**config.mk**
```make
export PLATFORM = sky130hd
export DESIGN_NAME = config_frame_writer
export DESIGN_NICKNAME = d
export VERILOG_FILES = /design/src/rtl/config_frame_pkg.sv /design/src/rtl/config_frame_writer.sv
export SDC_FILE = /design/constraint.sdc
export NUM_CORES = 1
export LEC_CHECK = 0
export BUFFER_PORTS_ARGS = -buffer_cell sky130_fd_sc_hd__clkbuf_2
export CELL_PAD_IN_SITES_DETAIL_PLACEMENT = 0
export CELL_PAD_IN_SITES_GLOBAL_PLACEMENT = 2
export CORE_MARGIN = 1
export CORE_UTILIZATION = 36
export CTS_CLUSTER_SIZE = 16
export DETAILED_ROUTE_END_ITERATION = 16
export PLACE_DENSITY_LB_ADDON = 0.05
export SYNTH_ARGS = -nofsm -noshare
export SYNTH_HDL_FRONTEND = slang
export SYNTH_SLANG_ARGS = --single-unit
```
**constraint.sdc**
```tcl
create_clock -name CLK -period 2.5 [get_ports CLK]
set_input_delay 0.25 -clock CLK [delete_from_list [all_inputs] [get_ports CLK]]
set_output_delay 0.25 -clock CLK [all_outputs]
set_load 0.01 [all_outputs]
```
**src/rtl/config_frame_pkg.sv**
```systemverilog
// Shared FSM encoding and header field layout for config_frame_writer.
// FRAME_WRITER_CHECKSUM_EN adds the CHECK state used for the XOR trailer word.
package config_frame_pkg;

  typedef enum logic [2:0] {
    IDLE,
    DATA,
`ifdef FRAME_WRITER_CHECKSUM_EN
    CHECK,
`endif
    STROBE,
    HOLD
  } state_t;

  // Header word: magic byte on top, frame index in the low byte
  localparam logic [7:0]  HdrMagic    = 8'hFA;
  localparam int unsigned HdrMagicMsb = 31;
  localparam int unsigned HdrMagicLsb = 24;
  localparam int unsigned HdrIdxMsb   = 7;
  localparam int unsigned HdrIdxLsb   = 0;
  localparam int unsigned HdrIdxW     = HdrIdxMsb - HdrIdxLsb + 1;

endpackage

```
**src/rtl/config_frame_writer.sv**
```systemverilog
// Host-to-fabric configuration frame writer: header, one word per row, one-hot frame strobe.
// Optional FRAME_WRITER_CHECKSUM_EN: trailer word compared against the XOR of the row words.
module config_frame_writer
  import config_frame_pkg::*;
#(
  parameter int unsigned MaxFramesPerCol = 20,
  parameter int unsigned FrameBitsPerRow = 32,
  parameter int unsigned NumberOfRows    = 16
) (
  input  logic                                   CLK,
  input  logic                                   resetn,
  input  logic [FrameBitsPerRow-1:0]             WriteData,
  input  logic                                   WriteValid,
  output logic                                   WriteReady,
  output logic [FrameBitsPerRow*NumberOfRows-1:0] FrameData,
  output logic [MaxFramesPerCol-1:0]             FrameStrobe,
  output logic                                   Busy,
  output logic                                   Error,
  input  logic                                   ErrorClear,
  output logic [15:0]                            FramesDone
);

  localparam int unsigned RowW    = (NumberOfRows > 1) ? $clog2(NumberOfRows) : 1;
  localparam int unsigned LastRow = NumberOfRows - 1;

  state_t                                          state_q, state_d;
  logic [RowW-1:0]                                 row_q;
  logic [HdrIdxW-1:0]                              idx_q;
  logic [NumberOfRows-1:0][FrameBitsPerRow-1:0]    frame_q;
  logic                                            error_q;
  logic [15:0]                                     done_q;
`ifdef FRAME_WRITER_CHECKSUM_EN
  logic [FrameBitsPerRow-1:0]                      xor_q;
`endif

  logic accept;
  logic hdr_ok;
  logic last_row;
  logic err_set;

  assign FrameData  = frame_q;
  assign Busy       = (state_q != IDLE);
  assign Error      = error_q;
  assign FramesDone = done_q;

  // Next-state, handshake and strobe decode
  always_comb begin
    state_d     = state_q;
    WriteReady  = 1'b0;
    FrameStrobe = '0;
    err_set     = 1'b0;
    hdr_ok      = (WriteData[HdrMagicMsb:HdrMagicLsb] == HdrMagic) &&
                  (32'(WriteData[HdrIdxMsb:HdrIdxLsb]) < MaxFramesPerCol);
    last_row    = (32'(row_q) == LastRow);
    accept      = 1'b0;

    case (state_q)
      IDLE: begin
        WriteReady = 1'b1;
        accept     = WriteValid;
        if (accept) begin
          if (hdr_ok) state_d = DATA;
          else        err_set = 1'b1;
        end
      end
      DATA: begin
        WriteReady = 1'b1;
        accept     = WriteValid;
        if (accept && last_row) begin
`ifdef FRAME_WRITER_CHECKSUM_EN
          state_d = CHECK;
`else
          state_d = STROBE;
`endif
        end
      end
`ifdef FRAME_WRITER_CHECKSUM_EN
      CHECK: begin
        WriteReady = 1'b1;
        accept     = WriteValid;
        if (accept) begin
          if (WriteData == xor_q) begin
            state_d = STROBE;
          end else begin
            err_set = 1'b1;
            state_d = IDLE;
          end
        end
      end
`endif
      STROBE: begin
        FrameStrobe = MaxFramesPerCol'(1) << idx_q;
        state_d     = HOLD;
      end
      HOLD:    state_d = IDLE;
      default: state_d = IDLE;
    endcase
  end

  // State register and frame datapath
  always_ff @(posedge CLK or negedge resetn) begin
    if (!resetn) begin
      state_q <= IDLE;
      row_q   <= '0;
      idx_q   <= '0;
      frame_q <= '0;
      error_q <= 1'b0;
      done_q  <= '0;
`ifdef FRAME_WRITER_CHECKSUM_EN
      xor_q   <= '0;
`endif
    end else begin
      state_q <= state_d;

      // A new error wins over a simultaneous clear
      if (err_set)         error_q <= 1'b1;
      else if (ErrorClear) error_q <= 1'b0;

      case (state_q)
        IDLE: begin
          if (accept && hdr_ok) begin
            idx_q <= WriteData[HdrIdxMsb:HdrIdxLsb];
            row_q <= '0;
`ifdef FRAME_WRITER_CHECKSUM_EN
            xor_q <= '0;
`endif
          end
        end
        DATA: begin
          if (accept) begin
            frame_q[row_q] <= WriteData;
            row_q          <= last_row ? '0 : RowW'(row_q + 1'b1);
`ifdef FRAME_WRITER_CHECKSUM_EN
            xor_q          <= xor_q ^ WriteData;
`endif
          end
        end
        STROBE:  done_q <= done_q + 16'd1;
        default: ;
      endcase
    end
  end

endmodule

```
After elaboration in Yosys (flattened, before gate mapping) --
Index checks and enable logic that the tools add are counted.
Operators by class: add/subtract/negate cells 2, order comparisons 3, equality and inequality tests 9, shift-type cells 1, muxes and demuxes 19, reductions and logical operators 13
Operators by type and width (count):
- $bwmux 512 | 1
- $demux 32 s4 | 1
- $mux 32 | 1
- $mux 20 | 1
- $shl 1x8->20 const A | 1
- $add 16x1->16 const B | 1
- $mux 4 | 3
- $ne 2x2->1 const B | 5
- $mux 3 | 3
- $pmux 3 s3 | 1
- $eq 8x8->1 const B | 1
- $lt 8x5->1 const B | 1
- $pmux 4 s2 | 1
- $mux 1 | 7
- $reduce_and 3->1 | 2
- $lt 4x5->1 const B | 1
- $add 4x1->4 const B | 1
- $eq 4x4->1 const B | 1
- $ge 4x1->1 const B | 1
- $logic_and 1x1->1 | 4
- $reduce_and 2->1 | 2
- $reduce_bool 2->1 | 2
- $eq 3x1->1 const B | 1
- $eq 3x2->1 const B | 1
- other kinds (3) | 3
Storage, ports and cells: bits in registers 544, input port bits 36, output and inout port bits 551, logic and storage cells 68

Depth between registers and ports, before layout --
word-level depth 6, depth in mapped cells 8, depth with buffers taken out 6

Worst setup path after synthesis --
Ideal clock, no wire load.
path kind register -> output, start point register state_q[0], end point output port FrameStrobe[14], arrival time 1.888 ns, data required time 2.250 ns, path slack 0.362 ns, cell stages (with the launch flop) 9, path buffers 2, cell sequence dfrtp_1 -> inv_1 -> ha_1 -> buf_2 -> nand2b_1 -> or3b_2 -> clkbuf_1 -> or2_2 -> nor2_1
On the way: word-level cells in the longest chain between the ends 2
RTL lines:
- start: declaration | line config_frame_writer.sv:26 | state_t state_q, state_d;
- start signal: assignment | line config_frame_writer.sv:113 | state_q <= state_d;
- $eq 3x2->1 | line config_frame_writer.sv:57 | case (state_q)
- $mux 20 | line config_frame_writer.sv:57
- end: declaration | line config_frame_writer.sv:16 | output logic [MaxFramesPerCol-1:0] FrameStrobe,
No other way between the ends.

Final worst setup path --
start point register state_q[0], end point output port FrameStrobe[12]
The elaborated chain is that of the path after synthesis.

==> qor.csv <==
stage,metric,value,unit
synthesis,synth_top_area_share,65.4,%
power_and_ir_drop,switching_share,22.1,%
critical_path,startpoint_type,flip-flop,
global_routing,antenna_found_initial,0,
sta,drv_slew,0,
worst_hold_path,min_path_type,in2reg,
clocking,clock_latency,0.61,ns
final_layout,syn_to_final_growth,30.0,%
power_and_ir_drop,intPower,0.0139,W
synthesis,synth_cell_types,43,
global_routing,grt_pass1_vias,13800,
synthesis,syn_area_per_cell,15.9,µm²
critical_path,rrSetupSlack,0.20,ns
synthesis,synth_area_leaders,"dfrtp_1 (65%), mux2_2 (28%), buf_2 (1.2%)",
routing,first_pass_iters,4,
worst_hold_path,hold_start,WriteValid,
critical_path,worstSetupEndpointType,output port,
routing,vias,13200,
critical_path,critical-path-max-stage-delay,0.40,ns
sta,min_period,2.40,ns
placement,portBuffers,586,
synthesis,ys_async_sr_fraction,100,%
critical_path,cp_data_required_time,2.25,ns
global_routing,overflow,0,
routing,ant_nets,0,
power_and_ir_drop,p_comb_share,3.4,%
synthesis,synth_common_cells,"dfrtp_1 (543), mux2_2 (510), buf_2 (49), clkbuf_1 (39), nor2_1 (35)",
floorplanning,ios,587,
worst_hold_path,whs_endpoint,row_q[1],
clocking,clk_pin_slew,0.06,ns
sta,fmax,0.417,GHz
placement,gp_congestion,0.782,
run_status,status,completed,
critical_path,crit_fanout,6,
clocking,cts-root-buf,clkbuf_16,
power_and_ir_drop,power_density,658,nW/µm²
synthesis,synth_cells,1304,
global_routing,grt_max_degree,94,
clocking,cts_buffer_depth,3,
routing,drc,0,
power_and_ir_drop,clkPwrFrac,46.7,%
clocking,cts_sinks,543,
sta,max_slew.worst_pin.slew,0.597,ns
critical_path,worstReg2RegEnd,FrameData[47],
synthesis,yosysWarnings,0,
sta,finalSetupViolations,0,
sta,hold_viol,0,
global_routing,track_usage,22.9,%
routing,detail_route.iter0.violations,501,
floorplanning,core,56700,µm²
final_layout,drive_above_1_share,64.9,%
floorplanning,initial_utilization,36.7,%
sta,fin_tns_setup,0,ns
sta,fin_skew,0.0192,ns
final_layout,insertedDiodeCount,0,
power_and_ir_drop,switchingPower,0.00393,W
global_routing,grt_pass1_wl,98900,µm
routing,routed_wl,67000,µm
floorplanning,dieHeight,242,µm
synthesis,syn_area,20800,µm²
power_and_ir_drop,p_total,0.0178,W
power_and_ir_drop,power.share.sequential,49.9,%
routing,routedWlPerCell,24.6,µm
floorplanning,row_count,87,
critical_path,crit_arrival,2.15,ns
final_layout,fin_nets,1971,
sta,min_period_over_period,95.9,%
floorplanning,die-area,58700,µm²
synthesis,synth-edff-count,0,
worst_hold_path,hold_depth,3,
synthesis,yosys.cell_count.top_type,dfrtp_1,
floorplanning,die_width,242,µm
placement,hpwl,47800,µm
sta,relSlewSlack,60.2,%
routing,vias_per_cell,4.84,
synthesis,synth-seq-cells,543,
critical_path,worst_path_max_delay_cell,or3b_4,
power_and_ir_drop,ir_drop,0.000475,V
clocking,cts_tree,built,
synthesis,synth.largest_area_cell,dfrtp_1,
flow_run,max_cap_violations,0,
critical_path,worstPathCellList,inv_2 > ha_4 > nand2b_4 > or3b_4 > buf_4 > nor3_2 > clkbuf_2,
synthesis,ys_seq_area_share,65.4,%
power_and_ir_drop,leakage,14.8,nW
synthesis,synthesis.nets,1349,
critical_path,reg2reg_from,state_q[1],
synthesis,ys.flop_type,dfrtp_1,
clocking,htreeDepth,2,
critical_path,r2r_cells,7,
clocking,numCtsBuffers,58,
critical_path,criticalPathCategory,reg2out,
-- layer usage --
| layer | GRT usage (%) | wire length, µm |
|---|---|---|
| met4 | 6.79 | 1870 |
| met5 | 0 | 0 |
| met3 | 6.56 | 4310 |
| met2 | 38.4 | 33400 |
| met1 | 28.5 | 27400 |
-- sequential cells by signal (all words and copies together), names as in the netlist --
register	cells
FrameData	512
FramesDone	16
idx_q	8
row_q	4
state_q	2
Error	1
-- how the worst max path moves through the flow --
stage                           from         endpoint  slack, ns
after floorplan           state_q[0]  FrameStrobe[14]       0.36
after global placement    state_q[1]   FrameData[118]       0.20
after detailed placement  state_q[1]   FrameData[123]       0.17
after CTS                 state_q[0]  FrameStrobe[12]      0.001
after global routing      state_q[0]  FrameStrobe[12]     -0.003
final                     state_q[0]  FrameStrobe[12]       0.10
-- timing repair --
| action | CTS | global route |
|---|---|---|
| endpoints found under the hold margin | 45 | 0 |
| setup endpoints to repair | 12 | 31 |
| hold buffers | 2 | 0 |
| buffers inserted | 5 | 1 |
| pin swaps | 4 | 2 |
| gates resized for setup | 9 | 10 |
-- power groups by stage --
| stage | logic (W) | clock network (W) | registers [W] |
|---|---|---|---|
| after global placement | 0.000623 | 0 | 0.00902 |
| after global routing | 0.000674 | 0.00893 | 0.00887 |
| after detailed placement | 0.000629 | 0 | 0.00902 |
| final | 0.000611 | 0.00831 | 0.00887 |
| after floorplan | 0.000120 | 0 | 0.00904 |
| after CTS | 0.000634 | 0.00859 | 0.00886 |
-- cell type report --
type	instances	area, µm²
Timing Repair Buffer	651	3710
Clock inverter	8	93.8
Sequential cell	543	13600
Inverter	9	33.8
Clock buffer	89	1720
Multi-Input combinational cell	663	6940
Tap cell	756	946
Fill cell	5156	29700
-- cells in the final DEF, fill, tap and decap left out, types with 4 or more instances in the layout --
cell,synthesis,routed
clkbuf_2,1,580
dfrtp_1,543,543
mux2_2,510,510
clkbuf_16,0,59
buf_4,0,41
buf_12,0,22
nor2_1,35,21
clkbuf_1,39,17
nand2_1,16,16
nor2_4,0,16
clkbuf_8,0,13
xnor2_1,10,10
mux2_1,9,9
inv_1,9,8
nand3_1,8,8
nand4_1,7,7
ha_1,9,7
xor2_1,5,5
clkinv_2,0,5
buf_2,49,5
or3_1,5,4
nor3_1,7,4
-- worst max-delay path: cells and delay by family (launching register included) --
family        cells  cell delay [ns]
buf+inv           3             0.43
fa+ha+maj         1             0.15
simple gates      3             0.60
flops             1             0.39
-- metrics by stage --
| step | util (%) | hold slack [ns] | cell area, µm² | instances | worst slack [ns] |
|---|---|---|---|---|---|
| CTS | 47.6 | 0.0100 | 27000 | 2718 | 0.00118 |
| global placement | 44.2 | 0.255 | 25100 | 2614 | 0.200 |
| floorplan | - | -0.0456 | 20800 | 1304 | 0.362 |
| detailed placement | 44.2 | 0.252 | 25100 | 2614 | 0.166 |
| finish | 47.7 | 0.0666 | 27000 | 2719 | 0.103 |
| global route | 47.7 | 0.0723 | 27000 | 2719 | -0.00274 |
-- logic make-up after synthesis --
group                    count (synthesis)  synth area share [%]
XOR/XNOR                                15                 0.632
multiplexers                           520                  28.2
AND/OR/NAND/NOR                        105                  2.67
adder cells (fa/ha/maj)                  9                 0.542
AO/OA/AOI/OAI                           14                 0.572
flip-flops                             543                  65.4
buffers and inverters                   98                  2.07
No activity file was read; power rests on OpenSTA's default activity.
